[config.mk]
export PLATFORM = sky130hd
export DESIGN_NAME = nexys4ddr_reset_sequencer
export DESIGN_NICKNAME = d
export VERILOG_FILES = /design/src/rtl/nexys4ddr_reset_pkg.sv /design/src/rtl/nexys4ddr_sync2.sv /design/src/rtl/nexys4ddr_reset_sequencer.sv
export SDC_FILE = /design/constraint.sdc
export NUM_CORES = 1
export LEC_CHECK = 0
export BUFFER_PORTS_ARGS = -buffer_cell sky130_fd_sc_hd__buf_2
export CORE_MARGIN = 2
export CORE_UTILIZATION = 60
export DETAILED_ROUTE_END_ITERATION = 6
export PLACE_DENSITY = 0.82
export SKIP_LAST_GASP = 1
export SYNTH_ARGS = -nofsm -noshare
export SYNTH_HDL_FRONTEND = slang
export SYNTH_SLANG_ARGS = --single-unit
[constraint.sdc]
create_clock -name clock -period 2.5 [get_ports clock]
set_input_delay 0.375 -clock clock [delete_from_list [all_inputs] [get_ports clock]]
set_output_delay 0.375 -clock clock [all_outputs]
set_load 0.05 [all_outputs]
[src/rtl/nexys4ddr_reset_pkg.sv]
// Shared definitions for the Nexys4-DDR staged reset sequencer.
// The state encodings are visible on seq_state for ILA probing.
package nexys4ddr_reset_pkg;

    localparam int unsigned StateW = 3;

    typedef enum logic [StateW-1:0] {
        StHold      = 3'd0,
        StWaitCalib = 3'd1,
        StRelease   = 3'd2,
        StRun       = 3'd3,
        StSoft      = 3'd4
    } seq_state_e;

endpackage

[src/rtl/nexys4ddr_sync2.sv]
// Two-flop synchronizer for a single asynchronous level.
// It has a synchronous clear so that the latency restarts cleanly after every reset.
module nexys4ddr_sync2 (
    input  logic clock,
    input  logic reset,
    input  logic d,
    output logic q
);

    logic meta_q;
    logic sync_q;

    always_ff @(posedge clock) begin
        if (reset) begin
            meta_q <= 1'b0;
            sync_q <= 1'b0;
        end else begin
            meta_q <= d;
            sync_q <= meta_q;
        end
    end

    assign q = sync_q;

endmodule

[src/rtl/nexys4ddr_reset_sequencer.sv]
// Staged reset release: wait for DDR calibration, then drop stage resets in order,
// one every STAGE_DELAY cycles. A soft reset re-runs every stage except stage 0.
module nexys4ddr_reset_sequencer
    import nexys4ddr_reset_pkg::*;
#(
    parameter int unsigned STAGES        = 3,
    parameter int unsigned STAGE_DELAY   = 16,
    parameter int unsigned CALIB_TIMEOUT = 1000000
) (
    input  logic              clock,
    input  logic              reset,
    input  logic              calib_done,
    input  logic              sw_reset_req,
    output logic [STAGES-1:0] stage_reset,
    output logic              all_released,
    output logic              calib_timeout,
    output logic [StateW-1:0] seq_state
);

    localparam int unsigned CntW = $clog2(STAGE_DELAY + 1);
    localparam int unsigned IdxW = $clog2(STAGES + 1);
    localparam int unsigned TmoW = $clog2(CALIB_TIMEOUT + 1);

    localparam logic [CntW-1:0]   CntLast  = CntW'(STAGE_DELAY - 1);
    localparam logic [IdxW-1:0]   IdxLast  = IdxW'(STAGES - 1);
    localparam logic [TmoW-1:0]   TmoLimit = TmoW'(CALIB_TIMEOUT);
    localparam logic [STAGES-1:0] AllOnes  = '1;
    localparam logic [STAGES-1:0] StageOne = STAGES'(1);
    localparam logic [STAGES-1:0] SoftMask = AllOnes & ~StageOne;

    seq_state_e        state_q, state_d;
    logic [CntW-1:0]   cnt_q, cnt_d;
    logic [IdxW-1:0]   idx_q, idx_d;
    logic [TmoW-1:0]   tmo_cnt_q, tmo_cnt_d;
    logic [STAGES-1:0] stage_reset_q, stage_reset_d;
    logic              all_released_q, all_released_d;
    logic              calib_timeout_q, calib_timeout_d;
    logic              calib_sync;
    logic              release_now;

    nexys4ddr_sync2 u_calib_sync (
        .clock (clock),
        .reset (reset),
        .d     (calib_done),
        .q     (calib_sync)
    );

    always_ff @(posedge clock) begin
        if (reset) begin
            state_q         <= StHold;
            cnt_q           <= '0;
            idx_q           <= '0;
            tmo_cnt_q       <= '0;
            stage_reset_q   <= AllOnes;
            all_released_q  <= 1'b0;
            calib_timeout_q <= 1'b0;
        end else begin
            state_q         <= state_d;
            cnt_q           <= cnt_d;
            idx_q           <= idx_d;
            tmo_cnt_q       <= tmo_cnt_d;
            stage_reset_q   <= stage_reset_d;
            all_released_q  <= all_released_d;
            calib_timeout_q <= calib_timeout_d;
        end
    end

    // Calibration loss outranks everything in the active states.
    always_comb begin
        state_d     = state_q;
        cnt_d       = cnt_q;
        idx_d       = idx_q;
        tmo_cnt_d   = tmo_cnt_q;
        release_now = 1'b0;
        case (state_q)
            StHold: state_d = StWaitCalib;
            StWaitCalib: begin
                if (tmo_cnt_q != TmoLimit) tmo_cnt_d = tmo_cnt_q + 1'b1;
                if (calib_sync) begin
                    state_d = StRelease;
                    idx_d   = '0;
                    cnt_d   = '0;
                end
            end
            StRelease: begin
                if (!calib_sync) begin
                    state_d = StWaitCalib;
                end else if (cnt_q == CntLast) begin
                    release_now = 1'b1;
                    cnt_d       = '0;
                    idx_d       = idx_q + 1'b1;
                    if (idx_q == IdxLast) state_d = StRun;
                end else begin
                    cnt_d = cnt_q + 1'b1;
                end
            end
            StRun: begin
                if (!calib_sync) begin
                    state_d = StWaitCalib;
                end else if (sw_reset_req) begin
                    state_d = StSoft;
                    cnt_d   = '0;
                end
            end
            StSoft: begin
                if (!calib_sync) begin
                    state_d = StWaitCalib;
                end else if (cnt_q == CntLast) begin
                    state_d = StRelease;
                    idx_d   = IdxW'(1);
                    cnt_d   = '0;
                end else begin
                    cnt_d = cnt_q + 1'b1;
                end
            end
            default: state_d = StHold;
        endcase
        if (state_d == StWaitCalib && state_q != StWaitCalib) tmo_cnt_d = '0;
    end

    always_comb begin
        stage_reset_d = stage_reset_q;
        case (state_d)
            StHold, StWaitCalib: stage_reset_d = AllOnes;
            StSoft: if (state_q == StRun) stage_reset_d = SoftMask;
            default: if (release_now) stage_reset_d = stage_reset_q & ~(StageOne << idx_q);
        endcase
        all_released_d  = (state_d == StRun);
        calib_timeout_d = calib_timeout_q | ((state_q == StWaitCalib) && (tmo_cnt_d == TmoLimit));
    end

    assign stage_reset   = stage_reset_q;
    assign all_released  = all_released_q;
    assign calib_timeout = calib_timeout_q;
    assign seq_state     = state_q;

endmodule

==> impl_results.md, run 1 <==
* Outcome: complete, no violations
* Clk buf depth at 2
* DRC Markers at 0
* Crit path max fanout at 8
* Vias at 1,803
* Drt first pass iters at 4
* Clk sink count at 37
* Pwr Density at between 400 and 500 nW/µm²
* Final setup fails at 0
* Max Clock Skew at 4.28 ps
* Chip Height at 62.8 µm
* Pleak at 0.828 nW
* Fin nets at approximately 280
* Metal2 WL at 1810 µm
* Worst reg2reg setup slack at 100 ps
* First-pass GRT wire length at 7710 µm
* Clock slew at reported path FFs at 110 ps
* Synth cell count leaders: 37 x dfxtp_1, 32 x nor2_1, 16 x nand2_1
* Reg-to-Reg Start: seq_state[2]
* Post-synth cell types at 48
* Reg-to-reg endpoint: calib_timeout
* Highest routed layer: met4
* Placed Area at ~2300 µm²
* Util after Layout at 0.696
* Port Buffers at 11
* Filler cells at 290
* Hold wc startpoint: calib_done
* Largest net degree at the start of global routing at 14
* Routed WL per cell at 13.5 µm
* GPL Wtd Cong at 0.950
* Ys async rst share at 0
* Clk_lat worst skew at around 340 ps
* Hold_buf cts at 0
* Worst slew pin tran at 551 ps
* Post-Syn Nets at 260
* CP max-delay cell: or3b_1
* Top cell type's share of synthesized area at 0.357
* Initial core utilization at 0.622
* Die area at 3950 µm²
* Area of the mapped netlist at 2080 µm²
* Ys Warns at 0
* Final WL at 4310 µm
* Area Overhead vs Synth at 11.9%
* Met1 wire length at 2220 µm
* Peak supply drop at between 0.3 and 0.4 mV
* Max-Cap Viols at 0
* Share of cells above drive strength 1 at 0.161
* GRT Overall Usage at 0.247
* Count leader, synth: dfxtp_1
* CP Data Arrival Time at 2670 ps
* Slowest stage delay, CP at 550 ps
* Total congestion overflow at 0
* Crit path launch type: flop
* Mapped Avg Cell Area at 8.30 µm²
* Final Cell Area at 2320 µm²
* CTS buffer count at 5
* Hold depth at 2
* Yosys top cell by area: dfxtp_1
* Core box area at about 3300 µm²
* Critical path required time at 2770 ps
* Io pins at 12
* FF+latch area at 744 µm²
* Vias in the first global route at 1,689
* DR vias/cell at 5.65
* Detailed-placement wirelength estimate at between 3000 and 4000 µm
* Setup crit end kind: flop
* Sequential area share after synthesis at 0.357
* Initial antenna violation count at 0
* Met3 WL at ~230 µm
* EDFF count, synth at 0
* Hold Vio Cnt, Final at 0
* TritonCTS clock tree: done
* Hold EP: u_calib_sync.meta_q
* Min-Delay Path Class: in -> reg
* Antenna viol nets, final at 0
* Initial DRC Count at 95
* Slew HR at 0.628
* Main synth FF type: dfxtp_1
* #FFs+latches synth at 37
* Post-synthesis cell count at 250
* Ant diodes at 0
* Total power at 1.00 mW
* TNS Setup at 0 ps
* CTS root buf: clkbuf_4
* Final critical-path required period at approximately 2400 ps
* # H-tree levels at 2
* Final period utilization at 0.959
* # rows at 21
* Critical path type: reg -> reg
* Top cells by area, synth: dfxtp_1 36%, nor2_1 5.8%, xnor2_1 5.1%
* Area occupied by multi-input gates at 1260 µm²
* Die X at 62.8 µm
* Max Slew Vio Count at 0
* Max Freq at 417 MHz
* R2R depth at 6
* Crit path cell chain: or3b_1 > nor4_2 > xor2_1 > o211ai_1 > or4_1 > o32ai_2
repair_timing:
item                                    in CTS  in global routing
resized for setup                            0                  5
buffers inserted                             0                  0
endpoints found under the setup margin       0                  1
hold endpoints to repair                     0                  0
cells by family (layout without fill, tap and decap cells):
kind of cell,after synthesis,in the layout,share of synthesized area
XOR/XNOR,22,22,0.0928
adder cells (fa/ha/maj),6,6,0.0362
multiplexers,2,2,0.00964
AO/OA/AOI/OAI,40,40,0.132
AND/OR/NAND/NOR,118,118,0.325
flip-flops,37,37,0.357
buffers and inverters,25,48,0.0470
cell usage in the layout (no fill, tap or decap), drive strengths merged, types with 8 or more instances in the layout:
master  Yosys  final
nand4       9      9
clkbuf      6      8
nor3        8      8
xnor2      12     12
nand2b      8      8
nand2      16     16
dfxtp      37     37
nor2       32     32
inv        15     15
buf         4     25
xor2       10     10
o21ai       8      8
nand3      11     11
a21oi      10     10
how the worst max path moves through the flow:
stage | from | depth (start not counted) | slack (ps) | to
3_3_place_gp | tmo_cnt_q[0] | 7 | 190 | calib_timeout
4_1_cts | tmo_cnt_q[0] | 7 | 60 | calib_timeout
5_1_grt | tmo_cnt_q[0] | 7 | -30 | calib_timeout
2_1_floorplan | seq_state[1] | 7 | 20 | calib_timeout
3_5_place_dp | tmo_cnt_q[0] | 7 | 90 | calib_timeout
6_report | seq_state[2] | 6 | 100 | calib_timeout
worst max-delay path, delay by kind of cell, from the launching register on:
kind / cells / cell delay (ps)
flops: 1 / 340
simple gates: 3 / 1440
xor+xnor: 1 / 210
compound gates: 2 / 330
metrics by stage:
| step | hold slack, ps | setup WS (ps) | instances |
|---|---|---|---|
| 2_1_floorplan | 414 | 18.8 | 250 |
| 3_3_place_gp | 425 | 186 | 311 |
| 3_5_place_dp | 427 | 88.9 | 311 |
| 4_1_cts | 214 | 59.8 | 319 |
| 5_1_grt | 218 | -27.6 | 319 |
| 6_report | 233 | 102 | 319 |
state kept, by name, summed over array words and instances, names as in the netlist:
register / cells
u_calib_sync.meta_q: 1
u_calib_sync.q: 1
all_released: 1
idx_q: 2
seq_state: 3
cnt_q: 5
calib_timeout: 1
tmo_cnt_q: 20
stage_reset: 3
cell type report:
type	count	area share
multi-input cells	188	0.541
flip-flops and latches	37	0.320
repair buffers	25	0.0689
well taps	46	0.0248
inverters	15	0.0242
clock buffers	8	0.0210
power breakdown:
group | internal (mW) | switching (mW)
combinational | 0.0343 | 0.0582
clock | 0.112 | 0.195
sequential | 0.596 | 0.00560
per-layer routing:
layer | global-route usage | vias up
li1 | - | 924
met1 | 0.348 | 823
met2 | 0.363 | 51
met3 | 0.0721 | 5
met4 | 0.0833 | 0
met5 | 0 | -
(Power assumes the default switching activity.)
==> inputs of run 2 (changes only) <==
CELL_PAD_IN_SITES_DETAIL_PLACEMENT = 0   (was unset)
CELL_PAD_IN_SITES_GLOBAL_PLACEMENT = 2   (was unset)
CORE_UTILIZATION = 37   (was 60)
==> impl_results.md, run 2 (same netlist as run 1, synthesis figures left out) <==
* Outcome: complete, no violations (unchanged)
* Final WL at 4670 µm (was 4310 µm)
* Largest net degree at the start of global routing at 14 (unchanged)
* Core box area at 5470 µm² (was 3340 µm²)
* First-pass GRT wire length at 8210 µm (was 7710 µm)
* TNS Setup at 0 ps (unchanged)
* Cell-internal power at 0.934 mW (was 0.743 mW)
* Share of cells above drive strength 1 at 0.199 (was 0.161)
* TritonCTS clock tree: done (unchanged)
* M3 GR Usage at 0.0352 (was 0.0721)
* Largest register FFs at 20 (unchanged)
* Top flop regs: tmo_cnt_q: 20 flops, cnt_q: 5 flops (unchanged)
* Met2 GRT Util at 0.246 (was 0.363)
* Setup crit end kind: flop (unchanged)
* Crit path max fanout at 8 (unchanged)
* Switch Pwr at 0.306 mW (was 0.259 mW)
* RSZ-0062 raised after global routing: no
* CP max-delay cell: or4_1 (was or3b_1)
* Worst reg2reg setup slack at 130 ps (was 100 ps)
* Reg-to-Reg Start: tmo_cnt_q[3] (was seq_state[2])
* Peak supply drop at 0.255 mV (was 0.313 mV)
* R2R depth at 6 (unchanged)
* Reg-to-reg endpoint: calib_timeout (unchanged)
* CTS buffer count at 5 (unchanged)
* Die area at 6230 µm² (was 3950 µm²)
* Pleak at 0.891 nW (was 0.828 nW)
* Max-Cap Viols at 0 (unchanged)
* Met1 usage at 0.238 (was 0.348)
* Ant diodes at 0 (unchanged)
* DR vias/cell at 5.08 (was 5.65)
* Final period utilization at 0.950 (was 0.959)
* Crit path cell chain: or4_1 > nor4_2 > a211oi_1 > o31ai_1 > o2111ai_1 > o32ai_2 (was or3b_1 > nor4_2 > xor2_1 > o211ai_1 > or4_1 > o32ai_2)
* Non-Filler Instances at 348 (was 319)
* Slew HR at 0.627 (was 0.628)
* Initial antenna violation count at 0 (unchanged)
* Vias at 1,768 (was 1,803)
* Port Buffers at 11 (unchanged)
* Clk_lat worst skew at 300 ps (was 340 ps)
* Chip Height at 78.9 µm (was 62.8 µm)
* Min-Delay Path Class: in -> reg (unchanged)
* Hold depth at 2 (unchanged)
* CTS root buf: clkbuf_8 (was clkbuf_4)
* Critical path required time at 2720 ps (was 2770 ps)
* Clock slew at reported path FFs at 80 ps (was 110 ps)
* # H-tree levels at 2 (unchanged)
* Final setup fails at 0 (unchanged)
* Initial core utilization at 0.379 (was 0.622)
* Hold wc startpoint: calib_done (unchanged)
* Fin nets at 285 (was 282)
* Drt first pass iters at 4 (unchanged)
* Hold Vio Cnt, Final at 0 (unchanged)
* DRC Markers at 0 (unchanged)
* Worst slew pin tran at 555 ps (was 551 ps)
* Antenna viol nets, final at 0 (unchanged)
* GRT Overall Usage at 0.169 (was 0.247)
* Routed WL per cell at 13.4 µm (was 13.5 µm)
* Max Freq at 421 MHz (was 417 MHz)
* Area Overhead vs Synth at 18.4% (was 11.9%)
* Hold_buf cts at 0 (unchanged)
* Top Family by Delay on Critical Path: simple AND/OR/NAND/NOR gates (unchanged)
* Combinational share of power at 0.082 (was 0.092)
* Slowest stage delay, CP at 560 ps (was 550 ps)
* Clk network pwr share at 0.433 (was 0.307)
* Pwr Density at 504 nW/µm² (was 431 nW/µm²)
* Die X at 78.9 µm (was 62.8 µm)
* WP buf/inv at 0 (unchanged)
* Clk sink count at 37 (unchanged)
* Critical path type: reg -> reg (unchanged)
* Io pins at 12 (unchanged)
* CP Data Arrival Time at 2590 ps (was 2670 ps)
* Pre-CTS setup slack at 79.8 ps (was 88.9 ps)
* # rows at 27 (was 21)
* Final critical-path required period at 2370 ps (was 2400 ps)
* Hold EP: u_calib_sync.meta_q (unchanged)
* Max Slew Vio Count at 0 (unchanged)
* Sequential share of power at 0.485 (was 0.601)
* Global route hottest layer: met2 (unchanged)
* Initial DRC Count at 96 (was 95)
* Postcts setup bufs at 0 (unchanged)
* Crit path launch type: flop (unchanged)
* Setup ws final at 126 ps (was 102 ps)
* Placed Cells at 340 (was 311)
* Vias in the first global route at 1,698 (was 1,689)
* Commonest cells after routing, fill and taps aside: 32 x nor2_1, 32 x dfxtp_1, 17 x buf_4 (was 34 x dfxtp_1, 32 x nor2_1, 16 x nand2_1)
* Total congestion overflow at 0 (unchanged)
* GPL Wtd Cong at 0.810 (was 0.950)
* Detailed-placement wirelength estimate at 3480 µm (was 3190 µm)
* Top reg by flops: tmo_cnt_q (unchanged)
* Switching Fraction at 0.247 (was 0.259)
* Post-CTS sizing at 0 (unchanged)
* Max Clock Skew at 8.13 ps (was 4.28 ps)
* Clk buf depth at 2 (unchanged)
* Crit path launch: tmo_cnt_q[3] (was seq_state[2])
run 2: cell types whose count changed in the layout (fill, tap and decap cells not counted), moves of 2 or more:
cell and change:
clkbuf_8 +5, dfxtp_1 -2, clkbuf_4 -5, clkbuf_1 -3, buf_4 +3, dfxtp_2 +2
run 2: final cells by class:
| cell class | count | area (µm²) |
|---|---|---|
| Clock inverter | 3 | 46.3 |
| Fill cell | 564 | 3010 |
| Multi-Input combinational cell | 188 | 1270 |
| Timing Repair Buffer | 28 | 183 |
| Clock buffer | 5 | 68.8 |
| Sequential cell | 37 | 747 |
| Inverter | 15 | 56.3 |
| Tap cell | 72 | 90.1 |
run 2: stage by stage:
step	area, µm²	utilization	hold WS, ps	total power, mW
after floorplan	2080	-	414	0.681
after global placement	2310	0.422	417	0.714
after detailed placement	2310	0.422	434	0.714
after CTS	2420	0.443	271	1.26
after global routing	2460	0.449	294	1.29
final	2460	0.449	283	1.24
run 2: how the worst max path moves through the flow:
stage / end / slack, ps / cells past startpoint
global placement: calib_timeout / 140 / 7
detailed placement: calib_timeout / 80 / 7
floorplan: calib_timeout / 20 / 7
finish: calib_timeout / 130 / 6
global route: calib_timeout / 7 / 7
CTS: calib_timeout / 50 / 7
run 2: power groups by stage:
stage | registers (mW) | logic (mW) | clock network, mW
finish | 0.601 | 0.101 | 0.537
global route | 0.603 | 0.113 | 0.571
CTS | 0.601 | 0.0996 | 0.555
detailed placement | 0.615 | 0.0992 | 0
global placement | 0.615 | 0.0990 | 0
floorplan | 0.622 | 0.0585 | 0
run 2: metal layers:
| metal | routed length, µm | part of all wire |
|---|---|---|
| met3 | 144 | 0.031 |
| met5 | 0 | 0 |
| met2 | 1960 | 0.42 |
| met1 | 2480 | 0.53 |
| met4 | 85 | 0.018 |
